File: config.mk
export PLATFORM = sky130hd
export DESIGN_NAME = dff_pipe
export DESIGN_NICKNAME = d
export VERILOG_FILES = /design/src/rtl/dff_pkg.sv /design/src/rtl/dff_stage.sv /design/src/rtl/dff_pipe.sv
export SDC_FILE = /design/constraint.sdc
export NUM_CORES = 1
export LEC_CHECK = 0
export CAP_MARGIN = 15
export CELL_PAD_IN_SITES_DETAIL_PLACEMENT = 1
export CELL_PAD_IN_SITES_GLOBAL_PLACEMENT = 2
export CORE_ASPECT_RATIO = 1.2
export CORE_UTILIZATION = 36
export CTS_CLUSTER_DIAMETER = 40
export DETAILED_ROUTE_END_ITERATION = 10
export PLACE_DENSITY = 0.78
export SYNTH_ARGS = -nofsm -noshare
export SYNTH_HDL_FRONTEND = slang
export SYNTH_SLANG_ARGS = --single-unit
export TNS_END_PERCENT = 20
File: constraint.sdc
create_clock -name clk -period 1.95 [get_ports clk]
set_input_delay 0.195 -clock clk [delete_from_list [all_inputs] [get_ports clk]]
set_output_delay 0.195 -clock clk [all_outputs]
set_load 0.02 [all_outputs]
File: src/rtl/dff_pkg.sv
// Shared constants for the dff_pipe register pipeline.
//   DFF_WIDTH     : default data width in bits
//   DFF_DEPTH     : default number of register stages
//   DFF_RESET_VAL : default data value loaded on reset (truncated to WIDTH)
//   DFF_MAX_*     : supported parameter limits
package dff_pkg;

  localparam int unsigned DFF_WIDTH     = 8;
  localparam int unsigned DFF_DEPTH     = 4;
  localparam int unsigned DFF_MAX_WIDTH = 64;
  localparam int unsigned DFF_MAX_DEPTH = 16;

  localparam logic [DFF_MAX_WIDTH-1:0] DFF_RESET_VAL = '0;

  // Width of a counter that must represent 0..depth inclusive.
  function automatic int unsigned occ_width(input int unsigned depth);
    return (depth < 1) ? 1 : $clog2(depth + 1);
  endfunction

endpackage : dff_pkg

File: src/rtl/dff_stage.sv
// One pipeline stage: a valid flag plus a data register with load enable.
//   clk, reset : clock and asynchronous active-low reset
//   flush      : synchronous clear of the valid flag (data left untouched)
//   load       : an item enters this stage on the next edge (loads din)
//   drain      : the held item leaves this stage on the next edge
//   din        : incoming data
//   valid      : stage holds an item
//   dout       : stage data
module dff_stage
  import dff_pkg::*;
#(
  parameter int unsigned            WIDTH     = DFF_WIDTH,
  parameter logic [WIDTH-1:0]       RESET_VAL = WIDTH'(DFF_RESET_VAL)
) (
  input  logic             clk,
  input  logic             reset,
  input  logic             flush,
  input  logic             load,
  input  logic             drain,
  input  logic [WIDTH-1:0] din,
  output logic             valid,
  output logic [WIDTH-1:0] dout
);

  // Valid: flush wins; a load while draining keeps the stage occupied.
  always_ff @(posedge clk or negedge reset) begin
    if (!reset) begin
      valid <= 1'b0;
    end else if (flush) begin
      valid <= 1'b0;
    end else if (load) begin
      valid <= 1'b1;
    end else if (drain) begin
      valid <= 1'b0;
    end
  end

  // Data only changes on a real load, so a stalled stage holds its item.
  always_ff @(posedge clk or negedge reset) begin
    if (!reset) begin
      dout <= RESET_VAL;
    end else if (load && !flush) begin
      dout <= din;
    end
  end

endmodule : dff_stage

File: src/rtl/dff_pipe.sv
// Valid/ready register pipeline of DEPTH stages with bubble collapsing.
//   clk, reset          : clock and asynchronous active-low reset
//   flush               : clear every stage valid on the next edge
//   in_valid/in_ready   : upstream handshake, in_data accepted when both high
//   out_valid/out_ready : downstream handshake on the last stage
//   out_data            : data of the last stage
//   occupancy           : number of valid stages (0..DEPTH)
module dff_pipe
  import dff_pkg::*;
#(
  parameter int unsigned      WIDTH     = DFF_WIDTH,
  parameter int unsigned      DEPTH     = DFF_DEPTH,
  parameter logic [WIDTH-1:0] RESET_VAL = WIDTH'(DFF_RESET_VAL)
) (
  input  logic                       clk,
  input  logic                       reset,
  input  logic                       flush,
  input  logic                       in_valid,
  output logic                       in_ready,
  input  logic [WIDTH-1:0]           in_data,
  output logic                       out_valid,
  input  logic                       out_ready,
  output logic [WIDTH-1:0]           out_data,
  output logic [$clog2(DEPTH+1)-1:0] occupancy
);

  localparam int unsigned OCC_W = $clog2(DEPTH + 1);

  logic [DEPTH-1:0] v;
  logic [DEPTH-1:0] adv;
  logic [WIDTH-1:0] d [DEPTH];
  logic             accept;
  logic [OCC_W-1:0] occ_c;

  // Advance chain, evaluated from the output end back toward the input so
  // every stage sees whether its successor frees up this cycle.
  always_comb begin
    adv = '0;
    adv[DEPTH-1] = v[DEPTH-1] & out_ready;
    for (int i = int'(DEPTH) - 2; i >= 0; i--) begin
      adv[i] = v[i] & (~v[i+1] | adv[i+1]);
    end
  end

  assign in_ready  = ~flush & (~v[0] | adv[0]);
  assign accept    = in_valid & in_ready;
  assign out_valid = v[DEPTH-1] & ~flush;
  assign out_data  = d[DEPTH-1];

  // Stage 0 loads from the input port, later stages from their predecessor.
  for (genvar g = 0; g < int'(DEPTH); g++) begin : g_stage
    logic             stage_load;
    logic [WIDTH-1:0] stage_din;

    if (g == 0) begin : g_first
      assign stage_load = accept;
      assign stage_din  = in_data;
    end else begin : g_next
      assign stage_load = adv[g-1];
      assign stage_din  = d[g-1];
    end

    dff_stage #(
      .WIDTH     (WIDTH),
      .RESET_VAL (RESET_VAL)
    ) u_stage (
      .clk   (clk),
      .reset (reset),
      .flush (flush),
      .load  (stage_load),
      .drain (adv[g]),
      .din   (stage_din),
      .valid (v[g]),
      .dout  (d[g])
    );
  end

  // Population count of the valid flags.
  always_comb begin
    occ_c = '0;
    for (int i = 0; i < int'(DEPTH); i++) begin
      occ_c = occ_c + OCC_W'(v[i]);
    end
  end

  assign occupancy = occ_c;

endmodule : dff_pipe
==> flow_summary.yaml, run 1 <==
status:
  outcome: "complete, but fails checks"
  failed_checks: "negative setup slack"
placement:
  hpwlAfterDp_mm: 1.77
  dp_slack_ns: -0.242
  placed_cells: 181
  port_buffers: 25
  gp_congestion: 0.674
worst_setup_path:
  rr_worst_depth: 4
  cp_data_arrival_time_ns: 1.80
  cp_data_required_time_ns: 1.75
  crit_fanout: 3
  crit_path_start_kind: "register"
  worst_setup_path_end_kind: "output port"
  path_class: "register to output port"
layout:
  fin_nets: 152
  layoutNonFillerInstCount: 191
  seqCellArea_sq_um: 901
  area.growth.synth_to_final_pct: 34.3
  diodes: 0
  post-route-util: 0.507
  multi_input_area_sq_um: 562
  drive_above_1_share: 0.445
  fillers: 410
sta:
  fin_crit_sh: 1.03
  finalCriticalPeriod_ns: 2.00
  setup_violations: 1
  maxSlewHeadroom: 0.704
  clock_skew_ns: 0.00428
  fmax_mhz: 500
  slew_viol_final: 0
  worst_pin_slew_ns: 0.443
  hold_viol: 0
  rsz0062_at_grt: "true"
  fin_ws_ns: -0.0499
synth:
  synth_area_leaders: "dfrtp_1, mux2_2, mux2_4"
  netlist.area_leader.share: 0.606
  syn_area_per_cell_sq_um: 15.3
  syn_area_sq_um: 1490
  ys_ff_latch: 36
  synth_top_area_cell: "dfrtp_1"
  syn_inst: 97
  ys_types: 18
  syn_nets: 113
  seq_area_frac_synth: 0.606
  ys_warn_count: 0
cts:
  cts_root_buf: "clkbuf_8"
  clock_latency_ns: 0.28
  cts_tree: "yes"
  htreeDepth: 2
  clk_pin_slew_ns: 0.07
  cts_hold_buffers: 0
  numCtsBuffers: 5
  cts.sink_count: 36
  clockBufferDepth: 2
routing:
  drt_iter0_drc: 9
  vias: 885
  antenna_left: 0
  first_pass_iters: 3
  viasPerCell: 4.63
  drt_wl_total_mm: 2.63
  drc: 0
  post_drt_wl_per_cell_microns: 13.7
pwr:
  p_switching_uw: 550
  intPower_mw: 1.66
  p_leak_nw: 0.914
  power_frac_clock: 0.285
  switching_share: 0.249
  max-vdd-ir-drop_uv: 537
  powerDensity_nw_per_um2: 1100
  power_frac_comb: 0.239
  pwr-share-seq: 0.476
die:
  die_height_microns: 72.4
  rows: 25
  ios: 26
  coreArea_sq_um: 3940
  die-area_sq_um: 4390
  die-width_microns: 60.7
  initial_core_util: 0.377
grt:
  grt_pass1_vias: 940
  grt_pass1_wl_mm: 4.52
  antenna_found_initial: 0
  grt-ovfl-total: 0
  grt.total_usage: 0.151
  grt_max_degree: 37
job:
  maxCapViolations: 0
hold_path:
  hold_path_class: "input port to asynchronous set/reset pin"
[metrics by stage]
step	cell area [sq um]	hold WS, ns	power, mW	setup TNS [ns]
after floorplan	1490	-0.101	1.36	0
after global placement	1850	0.484	1.57	-0.312
after detailed placement	1850	0.492	1.60	-0.401
after CTS	1980	0.328	2.25	-0.0642
after global routing	2000	0.372	2.33	-0.168
final	2000	0.314	2.21	-0.0499
[cell families after synthesis]
kind of cell    Yosys count  synth area share
simple gates             12            0.0454
compound gates            5            0.0227
mux                      32             0.262
buf+inv                   9            0.0336
flops                    36             0.606
fa+ha+maj                 3            0.0303
[final cells by class]
type | count | share of cell area
timing repair buffer | 36 | 0.171
clock inverter | 2 | 0.0175
clock buffer | 6 | 0.0363
tap | 54 | 0.0338
sequential | 36 | 0.451
inverter | 5 | 0.00939
multi-input combinational | 52 | 0.281
[path summary, 6_finish.rpt]
| kind | from | to | slack [ns] |
|---|---|---|---|
| max reg2reg | g_stage[2].u_stage.valid | g_stage[1].u_stage.dout[1] | 0.26 |
| min in group clk | g_stage[0].u_stage.dout[2] | g_stage[1].u_stage.dout[2] | 0.50 |
| max | g_stage[3].u_stage.valid | occupancy[1] | -0.05 |
| max in group asynchronous | reset | g_stage[3].u_stage.dout[2] | 1.32 |
| min | reset | g_stage[0].u_stage.dout[5] | 0.31 |
| min reg2reg | g_stage[0].u_stage.dout[2] | g_stage[1].u_stage.dout[2] | 0.50 |
[flip-flops by register name, summed over array words and instances, names as in the netlist]
register               count
g_stage.u_stage.dout      32
g_stage.u_stage.valid      4
[power groups by stage]
stage	sequential (mW)	combinational [mW]	clock (mW)
floorplan	1.12	0.241	0
detailed placement	1.07	0.531	0
global route	1.08	0.573	0.677
finish	1.05	0.526	0.629
global placement	1.06	0.516	0
CTS	1.05	0.532	0.659
[what timing repair did]
| action | 4_1_cts | 5_1_grt |
|---|---|---|
| gates resized for setup | 20 | 3 |
| pin swaps | 1 | 1 |
| buffers inserted | 1 | 1 |
| gates cloned | 0 | 0 |
| setup endpoints to repair | 4 | 3 |
[critical path, cell delays in order, from the launching register on]
cell,delay (ns)
dfrtp_1,0.37
inv_2,0.06
fa_1,0.54
inv_2,0.04
ha_4,0.15
ha_4,0.25
buf_6,0.10
[synth_stat cells]
cell / instances
mux2_2: 24
a211o_2: 1
clkbuf_1: 1
buf_2: 1
nor2_1: 7
nor3b_2: 1
and4b_1: 1
ha_1: 2
or3_1: 1
fa_1: 1
a21oi_1: 3
buf_6: 2
dfrtp_1: 36
nor2b_1: 1
inv_1: 5
nand2b_1: 1
mux2_4: 8
a21oi_2: 1
[routing by layer]
metal / wire length (microns) / share of wire / vias to the layer above / global-route usage
li1: - / - / 408 / -
met1: 1130 / 0.43 / 449 / 0.176
met2: 1310 / 0.50 / 24 / 0.228
met3: 126 / 0.048 / 4 / 0.0642
met4: 58 / 0.022 / 0 / 0.0909
met5: 0 / 0 / - / 0
[cells in the final DEF, fill, tap and decap left out, drive strengths merged]
master          n
a21oi           4
clkinv          1
nor2b           1
clkbuf          6
mux2           32
bufinv          1
clkdlybuf4s50  21
nor2            7
nor3b           1
dlygate4sd2     1
a211o           1
dfrtp          36
and4b           1
nand2b          1
or3             1
fa              1
inv             5
ha              2
buf            14
Note: power is estimated with default switching activity, not from simulation.
==> run 2: changes to the inputs <==
--- a/config.mk
+++ b/config.mk
@@ -9,10 +9,11 @@
 export CELL_PAD_IN_SITES_DETAIL_PLACEMENT = 1
 export CELL_PAD_IN_SITES_GLOBAL_PLACEMENT = 2
 export CORE_ASPECT_RATIO = 1.2
+export CORE_MARGIN = 2
 export CORE_UTILIZATION = 36
-export CTS_CLUSTER_DIAMETER = 40
 export DETAILED_ROUTE_END_ITERATION = 10
 export PLACE_DENSITY = 0.78
+export SKIP_CTS_REPAIR_TIMING = 1
 export SYNTH_ARGS = -nofsm -noshare
 export SYNTH_HDL_FRONTEND = slang
 export SYNTH_SLANG_ARGS = --single-unit
==> run 2 against run 1 <==
  * Sequential cell count stayed put
  * Largest power group unchanged
  * The flow still finishes with violations (negative setup slack)
  * Critical endpoint unchanged
  * Final cell count up 0.52%
  * Wire length increased by 5.1%
==> flow_summary.yaml, run 2 (synthesis results as in run 1) <==
grt:
  grt_pass1_vias: 961
  grt.total_usage: 0.136
  grt-ovfl-total: 0
  antenna_found_initial: 0
  grt_pass1_wl_mm: 4.56
  grt_max_degree: 37
placement:
  hpwlAfterDp_mm: 1.98
  port_buffers: 25
  gp_congestion: 0.730
pwr:
  p_leak_nw: 0.918
  powerDensity_nw_per_um2: 1070
  max-vdd-ir-drop_uv: 456
layout:
  post-route-util: 0.506
  diodes: 0
  seqCellArea_sq_um: 901
  area.growth.synth_to_final_pct: 34.1
  layout_commonest_cell: "dfrtp_1"
  largest_reg_flops: 32
  fin_nets: 153
  reg_top3: "g_stage.u_stage.dout x32, g_stage.u_stage.valid x4"
  multi_input_area_sq_um: 562
  layout_common_cells: "dfrtp_1, mux2_2, clkdlybuf4s50_1"
  top_register: "g_stage.u_stage.dout"
  drive_above_1_share: 0.442
  fillers: 427
sta:
  finalCriticalPeriod_ns: 2.00
  fmax_mhz: 500
  timing.hold.ws_ns: 0.317
  fin_crit_sh: 1.03
  hold_viol: 0
  fin_ws_ns: -0.0520
  rsz0062_at_grt: "true"
  maxSlewHeadroom: 0.703
  setup_violations: 1
  clock_skew_ns: 0.00162
  worst_pin_slew_ns: 0.445
  slew_viol_final: 0
routing:
  first_pass_iters: 4
  drt_iter0_drc: 26
  drc: 0
  vias: 892
  viasPerCell: 4.65
  post_drt_wl_per_cell_microns: 14.4
  drt_wl_total_mm: 2.76
  antenna_left: 0
cts:
  clockBufferDepth: 2
  cts_tree: "yes"
  htreeDepth: 2
  cts_root_buf: "clkbuf_8"
  numCtsBuffers: 5
  clock_latency_ns: 0.28
  cts.sink_count: 36
  clk_pin_slew_ns: 0.07
worst_setup_path:
  worst_setup_path_end_kind: "output port"
  cp_data_arrival_time_ns: 1.81
  path_class: "register to output port"
  crit_path_start_kind: "register"
  crit_fanout: 2
  cp_data_required_time_ns: 1.75
  rr_worst_depth: 5
die:
  rows: 25
  initial_core_util: 0.377
  ios: 26
  die_height_microns: 74.4
  die-area_sq_um: 4670
  coreArea_sq_um: 3940
  die-width_microns: 62.7
status:
  failed_checks: "negative setup slack"
  outcome: "complete, but fails checks"
job:
  maxCapViolations: 0
hold_path:
  hold_path_class: "input port to asynchronous set/reset pin"
[run 2: cell types whose count changed in the layout (fill, tap and decap cells not counted), sizes merged]
cell,before,now
clkbuf,6,8
bufinv,1,0
clkinv,1,0
clkinvlp,0,1
dlygate4sd2,1,0
dlymetal6s2s,0,1
[run 2: power breakdown]
part / leakage [nW] / internal [mW] / switching, mW / total [mW]
Combinational: 0.429 / 0.332 / 0.203 / 0.536
Sequential: 0.445 / 0.951 / 0.105 / 1.06
Clock: 0.0445 / 0.287 / 0.254 / 0.540
Total: 0.918 / 1.57 / 0.562 / 2.13
[run 2: through the flow]
stage	setup slack, ns	std cells	cell area, sq um	total power [mW]	setup TNS [ns]
after floorplan	0.199	97	1490	1.36	0
after global placement	-0.217	182	1860	1.58	-0.316
after detailed placement	-0.262	182	1860	1.61	-0.453
after CTS	-0.586	190	1960	2.17	-1.48
after global routing	-0.140	192	2000	2.26	-0.220
final	-0.0520	192	2000	2.13	-0.0520
[run 2: area by class of cell]
class,instances,share of cell area
Inverter,5,0.00940
Clock inverter,1,0.00376
Tap cell,54,0.0339
Sequential cell,36,0.451
Multi-Input combinational cell,52,0.282
Timing Repair Buffer,37,0.177
Clock buffer,7,0.0433
[run 2: layer usage]
metal	part of all wire	vias up	global-route usage
met3	0.044	7	0.0469
met2	0.55	19	0.244
met4	0.026	0	0.0889
li1	-	410	-
met1	0.38	456	0.138
met5	0	-	0
[run 2: worst paths after layout]
check,to,slack [ns],from
max in group asynchronous,g_stage[0].u_stage.dout[1],1.32,reset
worst min register to register,g_stage[2].u_stage.dout[3],0.50,g_stage[2].u_stage.dout[3]
worst max register to register,g_stage[1].u_stage.dout[0],0.28,g_stage[1].u_stage.valid
worst max-delay path,occupancy[1],-0.05,g_stage[3].u_stage.valid
worst min-delay path,g_stage[0].u_stage.dout[2],0.32,reset
min in group clk,g_stage[2].u_stage.dout[3],0.50,g_stage[2].u_stage.dout[3]
[run 2: critical path, stage by stage (launching register included)]
cell,delay [ns]
dfrtp_1,0.37
inv_2,0.05
fa_1,0.55
inv_2,0.05
ha_4,0.15
ha_4,0.25
buf_6,0.10
